**src/rtl/lcd_pkg.sv**
```systemverilog
// lcd_pkg: command-word layout, HD44780 init commands and sequencer states
package lcd_pkg;
  localparam int SRC_BIT = 10;
  localparam int RW_BIT = 9;
  localparam int RS_BIT = 8;
  localparam logic [10:0] IDLE_WORD = 11'(1 << RW_BIT);
  localparam logic [7:0] CMD_FUNC_SET = 8'h38;
  localparam logic [7:0] CMD_DISP_ON = 8'h0C;
  localparam logic [7:0] CMD_CLEAR = 8'h01;
  localparam logic [7:0] CMD_ENTRY = 8'h06;
  localparam logic [7:0] CMD_DDRAM0 = 8'h80;
  typedef enum logic [2:0] {S_POWER, S_INIT, S_ADDR, S_DATA, S_IDLE} state_t;
  function automatic logic [10:0] cmd_word(input logic [7:0] c);
    logic [10:0] w;
    w = '0;
    w[7:0] = c;
    return w;
  endfunction
  function automatic logic [10:0] data_word(input logic [7:0] i);
    logic [10:0] w;
    w = '0;
    w[SRC_BIT] = 1'b1;
    w[RS_BIT] = 1'b1;
    w[7:0] = i;
    return w;
  endfunction
endpackage

```
**src/rtl/wait_counter.sv**
```systemverilog
// wait_counter: idle-cycle counter with clear; done marks the last cycle of a len-cycle wait
module wait_counter #(
  parameter int CNT_W = 20
) (
  input  logic             clk,
  input  logic             rst_n,
  input  logic             clr,
  input  logic [CNT_W-1:0] len,
  output logic             done
);
  logic [CNT_W-1:0] cnt;
  always_ff @(posedge clk or negedge rst_n)
    if (!rst_n) cnt <= '0;
    else cnt <= clr ? '0 : cnt + 1'b1;
  assign done = (len == '0) || (cnt == len - 1'b1);
endmodule

```
**src/rtl/lcd_sequencer.sv**
```systemverilog
// lcd_sequencer: HD44780 power-on/init sequence, then periodic DDRAM refresh from the data bank
module lcd_sequencer
  import lcd_pkg::*;
#(
  parameter int SIZE = 4,
  parameter int CNT_W = 20,
  parameter int POWER_WAIT = 750000,
  parameter int CMD_WAIT = 2000,
  parameter int CLEAR_WAIT = 82000,
  parameter int REFRESH_WAIT = 500000
) (
  input  logic        i_clk,
  input  logic        i_rst_n,
  input  logic        i_refresh,
  output logic [10:0] o_comm,
  output logic        o_ready,
  output logic        o_busy
);
  state_t state;
  logic [8:0] idx;
  logic issue, pending, last_clear, done, start;
  logic [CNT_W-1:0] len;
  logic [7:0] init_cmd;
  // issue: the wait after the previous word has elapsed, next active word goes out on this edge
  always_comb begin
    len = state == S_POWER ? CNT_W'(POWER_WAIT) :
          state == S_IDLE ? CNT_W'(REFRESH_WAIT) :
          last_clear ? CNT_W'(CLEAR_WAIT) : CNT_W'(CMD_WAIT);
    init_cmd = idx[1:0] == 2'd0 ? CMD_FUNC_SET :
               idx[1:0] == 2'd1 ? CMD_DISP_ON :
               idx[1:0] == 2'd2 ? CMD_CLEAR : CMD_ENTRY;
    start = state == S_ADDR ? issue :
            state == S_DATA ? issue && idx == 9'(SIZE) && (pending || i_refresh) :
            state == S_IDLE && (i_refresh || done);
  end
  wait_counter #(.CNT_W(CNT_W)) u_wait (
    .clk  (i_clk),
    .rst_n(i_rst_n),
    .clr  (issue || done || start),
    .len  (len),
    .done (done)
  );
  always_ff @(posedge i_clk or negedge i_rst_n)
    if (!i_rst_n) begin
      state <= S_POWER;
      idx <= '0;
      issue <= 1'b0;
      pending <= 1'b0;
      last_clear <= 1'b0;
      o_comm <= IDLE_WORD;
      o_ready <= 1'b0;
      o_busy <= 1'b1;
    end else begin
      o_comm <= IDLE_WORD;
      if (start && state == S_DATA) pending <= 1'b0;
      else if (state != S_IDLE && i_refresh) pending <= 1'b1;
      if (start) begin
        o_comm <= cmd_word(CMD_DDRAM0);
        o_ready <= 1'b1;
        o_busy <= 1'b1;
        state <= S_DATA;
        idx <= '0;
        issue <= CMD_WAIT == 0;
        last_clear <= 1'b0;
      end else if (issue) begin
        if (state == S_INIT) begin
          o_comm <= cmd_word(init_cmd);
          idx <= idx + 9'd1;
          last_clear <= init_cmd == CMD_CLEAR;
          issue <= (init_cmd == CMD_CLEAR ? CLEAR_WAIT : CMD_WAIT) == 0;
          if (idx[1:0] == 2'd3) state <= S_ADDR;
        end else if (idx == 9'(SIZE)) begin
          state <= S_IDLE;
          o_busy <= 1'b0;
          issue <= 1'b0;
        end else begin
          o_comm <= data_word(idx[7:0]);
          idx <= idx + 9'd1;
          issue <= CMD_WAIT == 0;
        end
      end else if (done) begin
        issue <= 1'b1;
        if (state == S_POWER) state <= S_INIT;
      end
    end
endmodule

```
**config.mk**
```make
export PLATFORM = sky130hd
export DESIGN_NAME = lcd_sequencer
export DESIGN_NICKNAME = d
export VERILOG_FILES = /design/src/rtl/lcd_pkg.sv /design/src/rtl/wait_counter.sv /design/src/rtl/lcd_sequencer.sv
export SDC_FILE = /design/constraint.sdc
export NUM_CORES = 1
export LEC_CHECK = 0
export CAP_MARGIN = 10
export CORE_MARGIN = 1.5
export CORE_UTILIZATION = 49
export CTS_BUF_LIST = sky130_fd_sc_hd__clkbuf_8
export DETAILED_ROUTE_END_ITERATION = 10
export PLACE_DENSITY = 0.67
export SLEW_MARGIN = 20
export SYNTH_ARGS = -nofsm -noshare
export SYNTH_HDL_FRONTEND = slang
export SYNTH_SLANG_ARGS = --single-unit
```
**constraint.sdc**
```tcl
create_clock -name i_clk -period 3.77 [get_ports i_clk]
set_input_delay 0.377 -clock i_clk [delete_from_list [all_inputs] [get_ports i_clk]]
set_output_delay 0.377 -clock i_clk [all_outputs]
set_load 0.02 [all_outputs]
```
; ---- Word-level counts from Yosys, hierarchy flattened
; Index checks and enable logic that the tools add are counted.
[word_totals]
register_bits = 48
in_bits = 3
wordCells = 89
output_inout_bits = 13
[op_classes]
n_eq_ne = 15
muxes = 38
n_addsub = 3
n_reduce_logical = 24
[op_table]
columns = operator, n
row1 = $mux 11, 4
row2 = $mux 20, 2
row3 = $mux 9, 4
row4 = $mux 17, 2
row5 = $logic_not 32->1, 1
row6 = $mux 3, 8
row7 = $add 20x1->20 const B, 1
row8 = $eq 20x20->1, 1
row9 = $logic_not 20->1, 1
row10 = $sub 20x1->20 const B, 1
row11 = $mux 19, 1
row12 = $mux 1, 15
row13 = $add 9x1->9 const B, 1
row14 = $eq 9x3->1 const B, 1
row15 = $reduce_bool 2->1, 4
row16 = $eq 3x2->1 const B, 2
row17 = $eq 6x1->1 const B, 1
row18 = $mux 6, 1
row19 = $reduce_bool 3->1, 2
row20 = $logic_and 1x1->1, 5
row21 = $logic_or 1x1->1, 5
row22 = $eq 2x2->1 const B, 2
row23 = $mux 4, 1
row24 = $ne 4x1->1 const B, 1
row25 = other kinds (12), 13

; ---- Depth between registers and ports, before layout
; Gate-level depths: netlist (run 1).
[depth]
ltp_word = 12
depth_mapped = 8
depth_no_buf = 8

; ---- By module
; A second synthesis (run 1) with hierarchy kept.
[unflattened]
hier_cells = 348
hier_area_um2 = 3169.3
[by_module_without_submodules]
columns = module, n_inst, seq_area_each_um2, area_per_inst_um2, cells_per_inst
row1 = wait_counter, 1, 500.5, 1677.9, 199
row2 = lcd_sequencer, 1, 678.2, 1491.4, 149

; ---- Worst setup path before layout (run 1)
; Ideal clock, no wire load.
[synth_timing]
path_type = register to register
from = register idx[0]
to = register idx[5]
slack_ns = 1.560
period_less_slack_ns = 2.210
arrival_time_ns = 2.091
t_required_ns = 3.651
setup_time_ns = 0.119
stages_incl_launch_ff = 9
n_path_buf = 0
cell_sequence = dfrtp_1 > inv_1 > ha_1 > nor4bb_1 > a31oi_2 > and4_1 > and3_1 > xnor2_1 > nor2_1
[synth_between]
elab_chain_cells = 7
word_cells_on_any_way = 13
cone_classes = 1 x add/sub / 2 x eq/ne / 6 x mux / 4 x reduce/logical
[synth_lines]
columns = item, line_no
row1 = from (decl), lcd_sequencer.sv:20  ; logic [8:0] idx;
row2 = from (signal assigned), lcd_sequencer.sv:68  ; idx <= idx + 9'd1;
row3 = from (signal assigned), lcd_sequencer.sv:78  ; idx <= idx + 9'd1;
row4 = branches (longest 7 deep; another with $add 9x1->9), n/a
; Parallel ways; which one is timed is not known. The select of a mux whose other input is x is not followed.
; A chain may end at the register's enable or synchronous reset.

; ---- Worst setup path in the final report (run 1)
[layout_timing]
from = register state[1]
to = register last_clear
[layout_between]
elab_chain_cells = 12
word_cells_on_any_way = 19
cone_classes = 1 x add/sub / 5 x eq/ne / 5 x mux / 8 x reduce/logical
[layout_lines]
columns = item, line_no
row1 = from (decl), lcd_sequencer.sv:19  ; state_t state;
row2 = from (signal assigned), lcd_sequencer.sv:45  ; state <= S_POWER;
row3 = from (signal assigned), lcd_sequencer.sv:61  ; state <= S_DATA;
row4 = from (signal assigned), lcd_sequencer.sv:71  ; if (idx[1:0] == 2'd3) state <= S_ADDR;
row5 = $eq 3x3->1, "lcd_sequencer.sv:27, lcd_sequencer.sv:34"
row6 = $mux 19, lcd_sequencer.sv:27  ; state == S_IDLE ? CNT_W'(REFRESH_WAIT) :
row7 = $mux 20, lcd_sequencer.sv:26  ; len = state == S_POWER ? CNT_W'(POWER_WAIT) :
row8 = $sub 20x1->20, wait_counter.sv:15  ; assign done = (len == '0) || (cnt == len - 1'b1);
row9 = $eq 20x20->1, wait_counter.sv:15
row10 = $logic_or 1x1->1, wait_counter.sv:15
row11 = $logic_or 1x1->1, lcd_sequencer.sv:34  ; state == S_IDLE && (i_refresh || done);
row12 = $logic_and 1x1->1, lcd_sequencer.sv:34
row13 = $mux 1, lcd_sequencer.sv:33  ; state == S_DATA ? issue && idx == 9'(SIZE) && (pending || i_refresh) :
row14 = $mux 1, lcd_sequencer.sv:32  ; start = state == S_ADDR ? issue :
row15 = $reduce_bool 2->1 (no source line), n/a
row16 = $reduce_and 2->1 (no source line), n/a
row17 = to (signal assigned), lcd_sequencer.sv:49  ; last_clear <= 1'b0;
row18 = to (signal assigned), lcd_sequencer.sv:64  ; last_clear <= 1'b0;
row19 = to (signal assigned), lcd_sequencer.sv:69  ; last_clear <= init_cmd == CMD_CLEAR;
row20 = to (decl), lcd_sequencer.sv:21  ; logic issue, pending, last_clear, done, start;
; Parallel ways exist; a longest one is shown, timed or not.

==> results of run 1 <==
==> logic make-up after synthesis <==
logic type      synth area share
compound gates             0.111
xor+xnor                  0.0904
fa+ha+maj                 0.0348
buf+inv                   0.0323
flops                      0.468
mux                      0.00795
simple gates               0.256
==> path summary, 6_finish.rpt <==
path	from	to	slack [ns]
max	state[1]	last_clear	0.81
min	i_rst_n	u_wait.cnt[16]	0.07
max reg2reg	state[1]	last_clear	0.81
min reg2reg	u_wait.cnt[0]	u_wait.cnt[0]	0.49
max in group asynchronous	i_rst_n	idx[6]	3.30
min in group i_clk	u_wait.cnt[0]	u_wait.cnt[0]	0.49
==> state kept, by name, summed over array words and instances (netlist names) <==
name / flops
state: 3
o_comm: 10
pending: 1
o_ready: 1
last_clear: 1
o_busy: 1
idx: 9
issue: 1
u_wait.cnt: 20
==> final cells by class <==
cell class,count,area (sq um),share of cell area
multi-input cells,192,1260,0.449
flip-flops and latches,47,1180,0.421
repair buffers,15,148,0.0527
well taps,67,83.8,0.0299
clock buffers,5,68.8,0.0246
clock inverters,2,37.5,0.0134
inverters,7,26.3,0.00938
==> metrics by stage <==
stage                     hold WS [ns]  power [W]   util
after floorplan                 0.0814   0.000514      -
after global placement           0.476   0.000526  0.555
after detailed placement         0.474   0.000526  0.555
after CTS                        0.287   0.000886  0.577
after global routing             0.125   0.000906  0.578
final                           0.0735   0.000874  0.578
==> Yosys cell counts, drive strengths merged, types with 3 or more instances <==
master  count  area [sq um]
clkbuf      7          27.5
xnor2      14           123
nand2b      3          18.8
dfrtp      45          1130
and3        9          56.3
inv         7          26.3
o21ai       3          15.0
nand2      13          51.3
or2         3          18.8
a22o        5          43.8
a21oi       6          30.0
xor2       12           105
nor4        4          25.0
buf         4          27.5
nand3       8          40.0
or3         3          18.8
and2        3          18.8
nor3        5          25.0
ha          7          87.6
nand4       8          50.1
nor2       47           176
or3b        3          26.3
==> power groups by stage <==
stage	Combinational, W	Clock (W)	Sequential (W)
2_1_floorplan	0.000000190	0	0.000514
3_3_place_gp	0.0000122	0	0.000514
3_5_place_dp	0.0000124	0	0.000514
4_1_cts	0.0000123	0.000370	0.000504
5_1_grt	0.0000144	0.000388	0.000504
6_report	0.0000118	0.000359	0.000504
==> cells in the final DEF, fill, tap and decap left out, types with 2 or more instances in the layout <==
| cell | count |
|---|---|
| sky130_fd_sc_hd__o21ai_0 | 3 |
| sky130_fd_sc_hd__mux2i_1 | 2 |
| sky130_fd_sc_hd__or2_2 | 2 |
| sky130_fd_sc_hd__a22o_1 | 5 |
| sky130_fd_sc_hd__or3_1 | 3 |
| sky130_fd_sc_hd__clkdlybuf4s50_1 | 14 |
| sky130_fd_sc_hd__inv_1 | 7 |
| sky130_fd_sc_hd__and2_1 | 3 |
| sky130_fd_sc_hd__nand3_1 | 8 |
| sky130_fd_sc_hd__o31a_1 | 2 |
| sky130_fd_sc_hd__nand4_1 | 8 |
| sky130_fd_sc_hd__dfstp_2 | 2 |
| sky130_fd_sc_hd__nand2b_1 | 3 |
| sky130_fd_sc_hd__clkbuf_8 | 5 |
| sky130_fd_sc_hd__nand2_1 | 12 |
| sky130_fd_sc_hd__ha_1 | 7 |
| sky130_fd_sc_hd__or3b_1 | 2 |
| sky130_fd_sc_hd__dfrtp_1 | 45 |
| sky130_fd_sc_hd__and3b_1 | 2 |
| sky130_fd_sc_hd__nand3b_1 | 2 |
| sky130_fd_sc_hd__nor2_1 | 47 |
| sky130_fd_sc_hd__o32a_1 | 2 |
| sky130_fd_sc_hd__nor3_1 | 5 |
| sky130_fd_sc_hd__and3_1 | 9 |
| sky130_fd_sc_hd__nor4_1 | 4 |
| sky130_fd_sc_hd__a21oi_1 | 6 |
| sky130_fd_sc_hd__nor4bb_1 | 2 |
| sky130_fd_sc_hd__xnor2_1 | 14 |
| sky130_fd_sc_hd__xor2_1 | 12 |
==> metal layers <==
metal | global-route usage | vias up | part of all wire
met1 | 0.321 | 892 | 0.54
met3 | 0.0361 | 6 | 0.041
met2 | 0.273 | 35 | 0.41
li1 | - | 919 | -
met4 | 0.0667 | 0 | 0.015
met5 | 0 | - | 0
==> out/qor.txt, run 1 <==
==================================================================================
Result of the run ................................................... finished clean
Later-pin clock latency in the skew report ..........................      0.30 ns
Inserted Clock Buffers ..............................................            5
DRC errors left .....................................................            0
Number of enable-type register cells in the synthesized netlist .....            0
Clock buffer depth ..................................................            2
Post-synth cell types ...............................................           58
Number of global-route vias before repair ...........................         1742
IO Pins .............................................................           16
Site Rows ...........................................................           25
Antenna violations before repair ....................................            0
Arrival time at the worst endpoint ..................................      3.16 ns
Largest net degree at the start of global routing ...................           48
Worst slew slack as a fraction of its limit .........................        0.296
Iteration-0 DRC Markers .............................................          224
Worst slack after detailed placement ................................     0.818 ns
Cell area after layout .............................................. 0.00280 sq mm
Count of warnings emitted by yosys ..................................            0
Root buffer cell .................................................... sky130_fd_sc_hd__clkbuf_8
Sinks on the clock net ..............................................           47
Slowest stage cell on the critical path ............................. sky130_fd_sc_hd__o31ai_2
Reg clk slew, reported paths ........................................      0.08 ns
Fraction of registers with async set/reset ..........................         1.00
Clock tree from TritonCTS ...........................................         done
Post-synthesis to final-layout area growth ..........................        11.2%
RSZ-0062 raised after global routing ................................        false
Post-layout worst setup margin ......................................     0.810 ns
H-tree level count ..................................................            2
Post-Route Skew .....................................................   0.00582 ns
Design internal power ...............................................   0.000699 W
FMAX ................................................................      338 MHz
CORE AREA ........................................................... 0.00485 sq mm
Reported max-cap violation count ....................................            0
Share of total power in combinational logic .........................        0.014
Wire length reported by the detailed router .........................      4980 um
Worst endpoint required time ........................................      3.97 ns
Cell count along the critical path ..................................            6
Number of vias in the routed layout .................................         1852
Cell area after placement ........................................... 0.00269 sq mm
Remaining global-route overflow .....................................            0
Final count of pins violating max slew ..............................            0
Buffers and inverters on the worst path .............................            0
Share of final-layout standard cells stronger than drive strength 1 .       0.0746
Static Leakage ......................................................      1.21 nW
Share of total power consumed by net switching ......................        0.200
Final layout net count ..............................................          278
Kind of cell adding the most delay to the critical path ............. compound AO/OA/AOI/OAI gates
Total standard cell area after synthesis ............................ 0.00252 sq mm
DP HPWL .............................................................      3560 um
Maximum vdd drop ....................................................   0.000159 V
Largest fanout on the critical path .................................           15
Final-report hold violation count ...................................            0
Final Non-Filler Cells ..............................................          335
Switching power .....................................................   0.000175 W
First-pass GRT wire length ..........................................      8470 um
Type of the setup path with the least slack .........................   reg -> reg
Crit start category .................................................    flip-flop
Fin Setup TNS .......................................................         0 ns
Routed Antenna Nets .................................................            0
# port buffers ......................................................           15
Largest stage delay on the critical path ............................      0.91 ns
Detailed-router iteration count before antenna repair ...............            4
Number of flip-flops and latches in the synthesized netlist .........           47
Syn_area_per_cell ...................................................   9.80 sq um
Post-synthesis cell count ...........................................          257
Per-cell via count in the routed design .............................         5.53
DIE HEIGHT ..........................................................      74.7 um
Clock network fraction of total power ...............................        0.410
Power per cell area .................................................  312 mW/mm^2
Min Tclk post-route .................................................      2.96 ns
Number of hold-repair buffers added at the cts stage ................            0
R2r worst-path depth ................................................            6
Net count after synthesis ...........................................          267
Global-route usage over all layers ..................................        0.201
Initial Utilization .................................................        0.519
Placed cells ........................................................          328
Sequential group share of total power ...............................        0.576
Ys flop type ........................................................ sky130_fd_sc_hd__dfrtp_1
CP endpoint kind ....................................................    flip-flop
Post CTS Setup Buffer Count .........................................            0
Slew at the pin with the worst max-slew slack .......................      1.05 ns
Sequential area share after synthesis ...............................        0.468
Share of the clock period used by the worst path ....................        0.785
Die boundary width ..................................................      74.7 um
Filler cells ........................................................          426
Gpl congestion ......................................................        0.828
Setup-violating endpoint count in the final report ..................            0
Cells resized by post-CTS repair ....................................            0
Class of the tightest hold or removal check .........................  in -> async
Area of the die ..................................................... 0.00558 sq mm
Count of antenna diodes in the layout ...............................            0
Post-DR wirelength/cell .............................................      14.9 um
Ordered cell list for the critical path ............................. or3_1 > o221a_1 > a2111o_1 > o31ai_2 > nor2_1 > a22o_1
==================================================================================
No activity file was read; power rests on OpenSTA's default activity.
==> run 2, diff against run 1 <==
Settings changed: PLACE_DENSITY 0.67 to 0.7.
Clock period 3.77 ns to 2.67 ns, I/O delays scaled along.
==> run 2 against run 1 <==
  * The flow now finishes with violations (negative hold slack)
  * Highest routed layer unchanged
  * Global-route usage up 0.47 points
  * Flip-flop and latch count unchanged
  * Design area up 2.4%
  * First-iteration DRC count down 42%
==> out/qor.txt, run 2 (synthesis results as in run 1) <==
==================================================================================
Result of the run ................................................... complete, but fails checks
Violated checks ..................................................... negative hold slack
Final count of pins violating max slew ..............................            0
Final layout net count ..............................................          286
Later-pin clock latency in the skew report ..........................      0.30 ns
Reg2reg setup slack .................................................      0.24 ns
Launching instance or port of the critical path .....................     state[1]
Worst slack after detailed placement ................................     0.294 ns
Startpoint of the lowest-slack register-to-register path ............     state[1]
Worst endpoint required time ........................................      2.86 ns
Clock tree from TritonCTS ...........................................         done
RSZ-0062 raised after global routing ................................        false
Die boundary width ..................................................      74.7 um
DRC errors left .....................................................            0
H-tree level count ..................................................            2
DP HPWL .............................................................      3530 um
Post-Route Skew .....................................................   0.00343 ns
Post-DR wirelength/cell .............................................      14.5 um
Final Non-Filler Cells ..............................................          344
Largest fanout on the critical path .................................           11
Type of the setup path with the least slack .........................   reg -> reg
Area of the die ..................................................... 0.00558 sq mm
Min Tclk post-route .................................................      2.43 ns
Detailed-router iteration count before antenna repair ...............            4
Global-route usage over all layers ..................................        0.206
Most frequent cells in the layout ................................... sky130_fd_sc_hd__nor2_1 (47), sky130_fd_sc_hd__dfrtp_1 (45), sky130_fd_sc_hd__xnor2_1 (14), sky130_fd_sc_hd__clkdlybuf4s50_1 (14)
Setup-violating endpoint count in the final report ..................            0
CORE AREA ........................................................... 0.00485 sq mm
Largest registers in the final layout ............................... u_wait.cnt (20), o_comm (10), idx (9)
Static Leakage ......................................................      1.25 nW
# port buffers ......................................................           15
FMAX ................................................................      411 MHz
Worst hold-check slack ..............................................   -0.0331 ns
Worst setup path endpoint ...........................................     state[1]
Worst flop-to-flop path endpoint ....................................     state[1]
Number of hold-repair buffers added at the cts stage ................            0
Number of flip-flops under the largest register name ................           20
IO Pins .............................................................           16
Iteration-0 DRC Markers .............................................          130
Gpl congestion ......................................................        0.867
Post-layout worst setup margin ......................................     0.239 ns
Per-cell via count in the routed design .............................         5.56
Reported max-cap violation count ....................................            0
Post CTS Setup Buffer Count .........................................            0
Final-report hold violation count ...................................           45
Placed cells ........................................................          336
Leading cell type in the layout, fill and taps excluded ............. sky130_fd_sc_hd__nor2_1
Crit start category .................................................    flip-flop
Post-synthesis to final-layout area growth ..........................        13.9%
Count of antenna diodes in the layout ...............................            0
Routed Antenna Nets .................................................            0
Class of the tightest hold or removal check .........................  in -> async
Number of global-route vias before repair ...........................         1770
Largest register by flop count ......................................   u_wait.cnt
Site Rows ...........................................................           25
Wire length reported by the detailed router .........................      4980 um
R2r worst-path depth ................................................            7
Sinks on the clock net ..............................................           47
Largest net degree at the start of global routing ...................           48
Share of the clock period used by the worst path ....................        0.910
Power per cell area .................................................  433 mW/mm^2
Arrival time at the worst endpoint ..................................      2.62 ns
DIE HEIGHT ..........................................................      74.7 um
Clock buffer depth ..................................................            2
Initial Utilization .................................................        0.519
First-pass GRT wire length ..........................................      8730 um
Share of final-layout standard cells stronger than drive strength 1 .        0.105
Root buffer cell .................................................... sky130_fd_sc_hd__clkbuf_8
Cells resized by post-CTS repair ....................................            0
Inserted Clock Buffers ..............................................            5
Remaining global-route overflow .....................................            0
CP endpoint kind ....................................................    flip-flop
Fin Setup TNS .......................................................         0 ns
Number of vias in the routed layout .................................         1912
Maximum vdd drop ....................................................   0.000261 V
Worst slew slack as a fraction of its limit .........................        0.400
Antenna violations before repair ....................................            0
Filler cells ........................................................          439
Slew at the pin with the worst max-slew slack .......................     0.893 ns
Reg clk slew, reported paths ........................................      0.08 ns
==================================================================================
-- run 2: changes by cell type in the layout (fill, tap and decap cells not counted) --
cell and change:
sky130_fd_sc_hd__clkinvlp_4 -1, sky130_fd_sc_hd__clkinv_2 +1, sky130_fd_sc_hd__clkinv_4 +1, sky130_fd_sc_hd__buf_4 +8
-- run 2: per-layer routing --
| metal | global-route usage | share of wire | up-vias |
|---|---|---|---|
| met3 | 0.0375 | 0.030 | 6 |
| met4 | 0.0646 | 0.013 | 0 |
| met5 | 0 | 0 | - |
| met1 | 0.324 | 0.54 | 928 |
| li1 | - | - | 941 |
| met2 | 0.287 | 0.42 | 37 |
-- run 2: final cells by class --
class / instances / area, sq um / area share
well taps: 67 / 83.8 / 0.0292
inverters: 7 / 26.3 / 0.00916
multi-input cells: 192 / 1260 / 0.439
clock inverters: 3 / 43.8 / 0.0153
clock buffers: 5 / 68.8 / 0.0240
repair buffers: 23 / 208 / 0.0724
flip-flops and latches: 47 / 1180 / 0.411
-- run 2: critical path, stage by stage (launching register included) --
cell,delay [ns]
sky130_fd_sc_hd__dfrtp_1,0.42
sky130_fd_sc_hd__buf_4,0.19
sky130_fd_sc_hd__or3b_1,0.48
sky130_fd_sc_hd__mux2i_1,0.23
sky130_fd_sc_hd__nand4_1,0.22
sky130_fd_sc_hd__a211oi_2,0.37
sky130_fd_sc_hd__nand2b_1,0.12
sky130_fd_sc_hd__o32a_1,0.29
-- run 2: how the worst min path moves through the flow --
stage / start / endpoint / slack [ns] / depth (start not counted)
floorplan: i_rst_n / idx[0] / -0.03 / 0
global placement: u_wait.cnt[0] / u_wait.cnt[0] / 0.48 / 1
detailed placement: o_ready / o_ready / 0.47 / 1
CTS: i_rst_n / u_wait.cnt[13] / 0.18 / 1
global route: i_rst_n / u_wait.cnt[16] / 0.002 / 1
finish: i_rst_n / u_wait.cnt[16] / -0.03 / 1
-- run 2: where the power goes --
part	total, W	switching (W)	internal, W	leakage, nW
logic	0.0000164	0.0000139	0.00000252	0.581
registers	0.000711	0.0000000000000000000390	0.000711	0.615
clock network	0.000515	0.000236	0.000279	0.0581
total	0.00124	0.000250	0.000992	1.25
-- run 2: through the flow --
step                      utilization  power, W  instance area (sq um)  hold slack, ns
after floorplan                     -  0.000726                   2520         -0.0286
after global routing            0.591   0.00129                   2870         0.00217
final                           0.591   0.00124                   2870         -0.0331
after global placement          0.568  0.000743                   2750           0.475
after detailed placement        0.568  0.000742                   2750           0.469
after CTS                       0.591   0.00126                   2870           0.176
